**config.mk**
```make
export PLATFORM = sky130hd
export DESIGN_NAME = mem_stage
export DESIGN_NICKNAME = d
export VERILOG_FILES = /design/src/rtl/mem_stage_pkg.sv /design/src/rtl/mem_stage_load_align.sv /design/src/rtl/mem_stage.sv
export SDC_FILE = /design/constraint.sdc
export NUM_CORES = 1
export LEC_CHECK = 0
export CAP_MARGIN = 25
export CORE_AREA = 2 2 168 170
export CTS_BUF_LIST = sky130_fd_sc_hd__clkbuf_4 sky130_fd_sc_hd__clkbuf_8
export CTS_CLUSTER_DIAMETER = 150
export DETAILED_ROUTE_END_ITERATION = 8
export DIE_AREA = 0 0 170 172
export GPL_TIMING_DRIVEN = 0
export PLACE_DENSITY_LB_ADDON = 0.08
export REMOVE_ABC_BUFFERS = 1
export SETUP_SLACK_MARGIN = 0.5
export SYNTH_ARGS = -nofsm -noshare
export SYNTH_HDL_FRONTEND = slang
export SYNTH_SLANG_ARGS = --single-unit
```
**constraint.sdc**
```tcl
create_clock -name clk -period 2.8 [get_ports clk]
set_clock_uncertainty 0.2 [all_clocks]
set_input_delay 0.56 -clock clk [delete_from_list [all_inputs] [get_ports clk]]
set_output_delay 0.56 -clock clk [all_outputs]
set_load 0.01 [all_outputs]
```
**src/rtl/mem_stage_pkg.sv**
```systemverilog
// ============================================================================
// Module  : mem_stage_pkg
// Brief   : Shared constants, bus layout and load decode for the MEM stage.
// Revision: 1.0
// ============================================================================
`default_nettype none

package mem_stage_pkg;

  // Stall vector layout; a set bit means that stage is stopped.
  localparam int   STALL_W   = 6;
  localparam int   STALL_EX  = 3;
  localparam int   STALL_MEM = 4;
  localparam logic STOP      = 1'b1;
  localparam logic NOSTOP    = 1'b0;

  localparam int EX_TO_MEM_WD = 76;
  localparam int MEM_TO_WB_WD = 70;
  localparam int EX_TO_MEM_BW = EX_TO_MEM_WD + 64 + 1 + 2 + 4;
  localparam int MEM_TO_WB_BW = MEM_TO_WB_WD + 64 + 3;
  localparam int FWD_BW       = 3 + 64 + 1 + 5 + 32;

  localparam logic [3:0] LOAD_LW  = 4'b0000;
  localparam logic [3:0] LOAD_LB  = 4'b1001;
  localparam logic [3:0] LOAD_LBU = 4'b0001;
  localparam logic [3:0] LOAD_LH  = 4'b1011;
  localparam logic [3:0] LOAD_LHU = 4'b0011;
  localparam int         LS_SIGN_BIT = 3;

  typedef enum logic [1:0] {
    LSZ_WORD = 2'b00,
    LSZ_BYTE = 2'b01,
    LSZ_HALF = 2'b11
  } load_size_e;

  // Field order is MSB to LSB of the EX-to-MEM bus.
  typedef struct packed {
    logic [3:0]  load_select;
    logic        lo_wen;
    logic        hi_wen;
    logic        muldiv;
    logic [63:0] hilo_data;
    logic [31:0] pc;
    logic        data_ram_en;
    logic [3:0]  data_ram_wen;
    logic        sel_rf_res;
    logic        rf_we;
    logic [4:0]  rf_waddr;
    logic [31:0] ex_result;
  } ex_mem_t;

  function automatic logic is_load(input ex_mem_t b);
    return b.data_ram_en & (b.data_ram_wen == 4'b0000);
  endfunction

endpackage

`default_nettype wire

```
**src/rtl/mem_stage_load_align.sv**
```systemverilog
// ============================================================================
// Module  : load_align
// Brief   : Byte/halfword lane selection and sign/zero extension of load data.
// Revision: 1.0
// ============================================================================
`default_nettype none

module load_align
  import mem_stage_pkg::*;
(
  input  logic [31:0] rdata_i,
  input  logic [1:0]  addr_i,
  input  logic [3:0]  load_select_i,
  output logic [31:0] result_o
);

  logic [7:0]  w_byte;
  logic [15:0] w_half;
  logic        w_sign;
  logic        unused_sel;

  assign unused_sel = load_select_i[2];
  assign w_sign     = load_select_i[LS_SIGN_BIT];

  always_comb begin
    case (addr_i)
      2'd0:    w_byte = rdata_i[7:0];
      2'd1:    w_byte = rdata_i[15:8];
      2'd2:    w_byte = rdata_i[23:16];
      default: w_byte = rdata_i[31:24];
    endcase
  end

  // Misaligned halfword addresses simply ignore bit 0; no exception is raised here.
  assign w_half = addr_i[1] ? rdata_i[31:16] : rdata_i[15:0];

  always_comb begin
    result_o = rdata_i;
    case (load_size_e'(load_select_i[1:0]))
      LSZ_BYTE: result_o = {{24{w_sign & w_byte[7]}}, w_byte};
      LSZ_HALF: result_o = {{16{w_sign & w_half[15]}}, w_half};
      default:  result_o = rdata_i;
    endcase
  end

endmodule

`default_nettype wire

```
**src/rtl/mem_stage.sv**
```systemverilog
// ============================================================================
// Module  : mem_stage
// Brief   : MEM pipeline stage: EX/MEM register, load extraction, WB/ID buses.
//           Optional MEM_LOAD_HOLD_EN keeps a stalled load's SRAM read data.
// Revision: 1.0
// ============================================================================
`default_nettype none

module mem_stage
  import mem_stage_pkg::*;
#(
  parameter int EX_TO_MEM_W = 147,
  parameter int MEM_TO_WB_W = 137
) (
  input  logic                   clk,
  input  logic                   rst,
  input  logic [STALL_W-1:0]     stall,
  input  logic [EX_TO_MEM_W-1:0] ex_to_mem_bus,
  input  logic [31:0]            data_sram_rdata,
  output logic [MEM_TO_WB_W-1:0] mem_to_wb_bus,
  output logic [FWD_BW-1:0]      mem_to_id_forwarding,
  output logic                   mem_is_load
);

  ex_mem_t     w_ex;
  ex_mem_t     mem_q;
  ex_mem_t     mem_d;
  logic [31:0] w_load_raw;
  logic [31:0] w_load_aligned;
  logic [31:0] w_rf_wdata;
  logic        unused_stall;

  assign w_ex         = ex_to_mem_bus;
  assign unused_stall = ^{stall[STALL_W-1:STALL_MEM+1], stall[STALL_EX-1:0]};

  always_comb begin
    mem_d = mem_q;
    if (stall[STALL_EX] == STOP && stall[STALL_MEM] == NOSTOP) begin
      mem_d = '0;
    end else if (stall[STALL_EX] == NOSTOP) begin
      mem_d = w_ex;
    end
  end

  always_ff @(posedge clk or negedge rst) begin
    if (!rst) begin
      mem_q <= '0;
    end else begin
      mem_q <= mem_d;
    end
  end

`ifdef MEM_LOAD_HOLD_EN
  logic        first_q;
  logic        first_d;
  logic [31:0] hold_q;
  logic [31:0] hold_d;

  // The SRAM only presents read data in the first MEM cycle of a load;
  // later stalled cycles replay the copy captured then.
  assign first_d = (stall[STALL_EX] == NOSTOP) && is_load(w_ex);
  assign hold_d  = first_q ? data_sram_rdata : hold_q;

  always_ff @(posedge clk or negedge rst) begin
    if (!rst) begin
      first_q <= 1'b0;
      hold_q  <= '0;
    end else begin
      first_q <= first_d;
      hold_q  <= hold_d;
    end
  end

  assign w_load_raw = first_q ? data_sram_rdata : hold_q;
`else
  assign w_load_raw = data_sram_rdata;
`endif

  load_align u_load_align (
    .rdata_i       (w_load_raw),
    .addr_i        (mem_q.ex_result[1:0]),
    .load_select_i (mem_q.load_select),
    .result_o      (w_load_aligned)
  );

  assign w_rf_wdata  = mem_q.sel_rf_res ? w_load_aligned : mem_q.ex_result;
  assign mem_is_load = is_load(mem_q);

  assign mem_to_wb_bus = {mem_q.lo_wen, mem_q.hi_wen, mem_q.muldiv,
                          mem_q.hilo_data, mem_q.pc,
                          mem_q.rf_we, mem_q.rf_waddr, w_rf_wdata};

  assign mem_to_id_forwarding = {mem_q.lo_wen, mem_q.hi_wen, mem_q.muldiv,
                                 mem_q.hilo_data,
                                 mem_q.rf_we, mem_q.rf_waddr, w_rf_wdata};

endmodule

`default_nettype wire

```
-- Word-level counts from Yosys, hierarchy flattened
Cells that the tools add are included.
- register bits: 147
- bits of input ports: 187
- output and inout bits: 243
- logic and storage cells: 30
- equality and inequality tests: 5
- muxes and demuxes: 6
- bitwise logic cells: 4
- reductions and logical operators: 3
- operators by type and width (operator ; number):
    $mux 147 ; 2
    $pmux 32 s2 ; 1
    $mux 32 ; 1
    $pmux 8 s3 ; 1
    $mux 16 ; 1
    $eq 2x1->1 const B ; 2
    $eq 2x2->1 const B ; 2
    $logic_not 4->1 ; 1
    $and 1x1->1 ; 3
    $logic_not 2->1 ; 1
    $ne 2x1->1 const B ; 1
    $logic_and 1x1->1 ; 1
    $not 1->1 ; 1

-- Logic depth before layout (Yosys ltp)
- depth in word-level cells: 5
- mapped depth: 7
- gate-level depth less buffers: 4

-- Hierarchy
A second synthesis with hierarchy kept.
- cells, all modules: 771
- area, all modules: 7997.7 sq um
- modules (own cells, without submodules) (module ; instances ; cells an instance ; area an instance (sq um) ; sequential area each (sq um)):
    mem_stage ; 1 ; 639 ; 7285.7 ; 3678.5
    load_align ; 1 ; 132 ; 711.9 ; 0.0

-- Worst setup path after synthesis
Ideal clock, no wire load.
- kind: reg2out
- start: register mem_q[0] (netlist name)
- end: output port mem_to_wb_bus[20]
- arrival: 1.685 ns
- data required time: 2.040 ns
- slack: 0.355 ns
- cell stages (with the launch flop): 8
- buffers on the path: 3
- cells stage by stage: dfrtp_1 > clkbuf_1 > mux2i_1 > o22ai_2 > a311oi_4 > buf_6 > a21oi_1 > buf_4
- longest elaborated chain between the ends: 5
- elaborated cells between the ends (all ways): 7
- classes of those cells: eq/ne (2); mux (3); bitwise (1); reduce/logical (1)
- RTL lines (what ; RTL line ; RTL):
    start, declared ; mem_stage.sv:26 ; ex_mem_t mem_q;
    start signal, assigned ; mem_stage.sv:49 ; mem_q <= mem_d;
    $eq 2x2->1, or another cell as far along ; mem_stage_load_align.sv:26 ; case (addr_i)
    $pmux 8 s3 (*) ; mem_stage_load_align.sv:26 ;
    $and 1x1->1 (*) ; mem_stage_load_align.sv:40 ; LSZ_BYTE: result_o = {{24{w_sign & w_byte[7]}}, w_byte};
    $pmux 32 s2 (*) ; mem_stage_load_align.sv:39 ; case (load_size_e'(load_select_i[1:0]))
    $mux 32 (*) ; mem_stage.sv:86 ; assign w_rf_wdata = mem_q.sel_rf_res ? w_load_aligned : mem_q.ex_result;
    end, declared ; mem_stage.sv:20 ; output logic [MEM_TO_WB_W-1:0] mem_to_wb_bus,
Mark *: on every way between the ends. The rest lies on a longest branch, timed or not.

-- Worst setup path after layout
- start: register mem_q[1] (netlist name)
- end: output port mem_to_id_forwarding[27]
- longest elaborated chain between the ends: 5
- elaborated cells between the ends (all ways): 9
- classes of those cells: eq/ne (2); mux (4); bitwise (2); reduce/logical (1)
- RTL lines (what ; RTL line ; RTL):
    $eq 2x2->1, or another cell as far along ; mem_stage_load_align.sv:26 ;
    $pmux 8 s3 ; mem_stage_load_align.sv:26 ;
    $and 1x1->1 ; mem_stage_load_align.sv:40 ;
    $pmux 32 s2 (*) ; mem_stage_load_align.sv:39 ;
    $mux 32 (*) ; mem_stage.sv:86 ;
    end, declared ; mem_stage.sv:21 ; output logic [FWD_BW-1:0] mem_to_id_forwarding,
Marked as above.

==> results.cfg <==
[timing]
drv_slew = 0
hold_viol_final = 0
tightest_slew_ps = 812
rsz0062_at_grt = yes
setup_viol = 53
fin_crit_ps = 2930
fin_crit_sh_pct = 105
fin_ws_ps = -135
max_freq_ghz = 0.341
timing.slew.headroom_pct = 45.9

[cells_and_area]
area.growth.synth_to_final_pct = 53.0
nNetsFinal = 1428
fill_cells = 2757
fin_util_pct = 45.8
layout-drive-gt1-share_pct = 18.8

[synthesis]
ys_types = 33
syn_area_per_cell_um2 = 8.22
synth_top_cell_by_area = dfrtp_1
syn-cell-area_um2 = 8220
synth_warnings = 0
synth_area_leaders = dfrtp_1, buf_4, o21ai_0
yosysTopAreaCellShare_pct = 44.4
synthCells = 1000
synth_seq_cells = 146
ys_seq_area_share_pct = 44.4

[placed_design]
dp_hpwl_um = 19400
numPortBuffers = 424
gp_congestion = 0.760

[critical_path]
endpoint_kind = primary output
crit_type = reg2out
crit_cells = 7
worstPathArrival_ps = 2170
crit_fanout = 4
cp_num_buf_inv = 4
worstRegToRegCells = 4
cp_cell_sequence = mux2_4 > a311oi_4 > buf_6 > buf_6 > buf_6 > a21oi_4 > buf_6
cp_top_family = buffers and inverters
worst_path_most_repeated_cell = buf_6
critical_path.max_stage_delay_ps = 520
cp_slowest_cell = dfrtp_4
critPathLaunchType = flop
critPathRequiredTime_ps = 2040

[pwr]
internal_power_mw = 4.15
seq_power_share_pct = 39.7
vdd_drop_max_uv = 302
combPwrFrac_pct = 29.3
fin_total_pwr_mw = 6.00
p_leak_nw = 5.70
clock_power_share_pct = 31.0
p_per_area_nw_per_um2 = 477
sw_frac_of_total_pct = 30.8
p_sw_mw = 1.85

[clock_network]
cts_tree = yes
clk_path_buf_depth = 2
root_buffer = clkbuf_8
cts.clk_slew.worst_paths_ps = 100
cts_sinks = 146
cts_made_buffers = 17
htree_levels = 4
clock_latency_ps = 430

[global_routing]
grt-ovfl-total = 0
grt_pass1_vias = 7011
grt_max_degree = 99
antenna_found_initial = 2
grt_pass1_wl_um = 42500
grtUsageTotal_pct = 19.2

[route]
via_per_inst = 4.43
ant_nets = 0
drc = 0
dr.pass1.iters = 4
vias = 7082
wl_per_cell_um = 18.0
wl_um = 28900
drtIter0Drc = 420

[floorplan]
io_pins = 430
dieHeight_um = 172
die_area_um2 = 29200
initial_utilization_pct = 29.9
die_w_um = 170
std_cell_rows = 61
core_area_um2 = 27500

[run]
cap_violations = 0

[hold_path]
hp-class = reg2reg
min_path_cells = 2

[status]
status = finished, violations left
violations = negative setup slack
## power by group through the flow
stage,sequential [mW],combinational (mW),clock [mW]
CTS,2.38,1.65,1.95
finish,2.38,1.76,1.86
floorplan,2.50,0.349,0
global placement,2.44,1.53,0
detailed placement,2.43,1.54,0
global route,2.41,1.89,2.01
## final timing paths
check / startpoint / endpoint / slack [ps]
worst min-delay path: mem_to_wb_bus[67]$_DFFE_PN0P_ / mem_to_wb_bus[67]$_DFFE_PN0P_ / 280
max in group asynchronous: rst / mem_to_id_forwarding[34]$_DFFE_PN0P_ / 1100
min in group asynchronous: rst / mem_to_id_forwarding[61]$_DFFE_PN0P_ / 400
worst max register to register: mem_q[38]$_DFFE_PN0P_ / mem_q[38]$_DFFE_PN0P_ / 1510
worst min register to register: mem_to_wb_bus[67]$_DFFE_PN0P_ / mem_to_wb_bus[67]$_DFFE_PN0P_ / 280
worst max-delay path: mem_q[1]$_DFFE_PN0P_ / mem_to_id_forwarding[27] / -130
## state kept, by name, summed over array words and instances (netlist names)
signal and count:
mem_to_id_forwarding 73, mem_q 41, mem_to_wb_bus 32
## Yosys cell counts, drive strengths merged
| cell type | count |
|---|---|
| a21oi | 31 |
| o22ai | 2 |
| nand2 | 121 |
| dfrtp | 146 |
| mux2i | 8 |
| o31ai | 1 |
| a22o | 1 |
| nor2 | 15 |
| a221oi | 9 |
| and3 | 1 |
| or2 | 1 |
| buf | 230 |
| a31oi | 2 |
| nand3 | 52 |
| a22oi | 4 |
| nand2b | 18 |
| clkbuf | 33 |
| nor4 | 1 |
| nor2b | 1 |
| mux2 | 1 |
| o21ai | 168 |
| and2 | 2 |
| o2bb2ai | 1 |
| nand3b | 1 |
| a311oi | 1 |
| o21a | 1 |
| inv | 148 |
## layer usage
| metal | part of all wire, % | GRT usage (%) | vias to the layer above | wire length, µm |
|---|---|---|---|---|
| li1 | - | - | 3417 | - |
| met1 | 40 | 22.7 | 3356 | 11500 |
| met2 | 50 | 33.5 | 285 | 14400 |
| met3 | 9.0 | 7.05 | 20 | 2610 |
| met4 | 0.93 | 4.42 | 4 | 268 |
| met5 | 0.080 | 0 | - | 23 |
## layout by cell type, fill, tap and decap left out, types with 2 or more instances in the layout
master and count:
dfrtp_1 139, nand2_1 118, clkbuf_8 18, clkinv_2 2, inv_6 2, buf_8 3, nand3_2 2, a21oi_2 10
inv_8 2, dfrtp_4 2, o21ai_2 4, inv_1 147, a221oi_4 2, a21oi_1 3, nand2b_4 2, clkinvlp_4 2
bufinv_16 3, o21ai_0 163, nand2_4 2, mux2i_1 5, a221oi_1 2, a22oi_2 4, a221oi_2 5, clkdlybuf4s50_1 350
o22ai_4 2, dlygate4sd2_1 3, nor2_1 13, a31oi_1 2, dfrtp_2 5, buf_2 37, nand2b_1 16, clkinv_4 4
mux2i_2 3, buf_6 46, buf_16 4, a21oi_4 18, nand3_1 49, buf_4 32, dlymetal6s2s_1 3, buf_12 3
## cells by family (layout without fill, tap and decap cells)
group / count (synthesis) / after routing / share of synthesized area, %
and+or+nand+nor: 213 / 214 / 11.3
muxes: 9 / 9 / 1.11
buffers and inverters: 411 / 663 / 28.6
DFF: 146 / 146 / 44.4
other: 0 / 1 / 0
AOI/OAI and AO/OA: 221 / 221 / 14.5
## area by class of cell
class	instances	area [µm²]	share of cell area [%]
clock inverter	13	175	1.39
sequential	146	3670	29.1
clock buffer	18	248	1.97
tap	346	433	3.44
antenna	1	2.50	0.0199
inverter	148	559	4.45
timing repair buffer	483	4770	37.9
timing repair inverter	1	7.51	0.0597
multi-input combinational	444	2720	21.6
## tightest hold or removal path, cell delays in order, from the launching register on
cell     delay, ps
dfrtp_1        340
nand2_1         40
o21ai_0         60
## through the flow
step	hold slack (ps)	worst slack, ps	cells	setup TNS [ps]	instance area, µm²
final	282	-135	1600	-3360	12600
after global routing	309	-215	1599	-8840	12600
after CTS	287	-212	1585	-6700	12100
after detailed placement	268	-1100	1511	-64310	11200
after global placement	257	-8640	1507	-2030380	11100
after floorplan	64.4	-966	737	-115510	6420
## timing repair
item / CTS / global route
hold buffers: 1 / 0
buffers inserted: 38 / 14
hold endpoints to repair: 58 / 0
endpoints found under the setup margin: 134 / 135
pin swaps: 16 / 12
gates cloned: 4 / 0
resized for setup: 368 / 62
(Power assumes the default switching activity.)
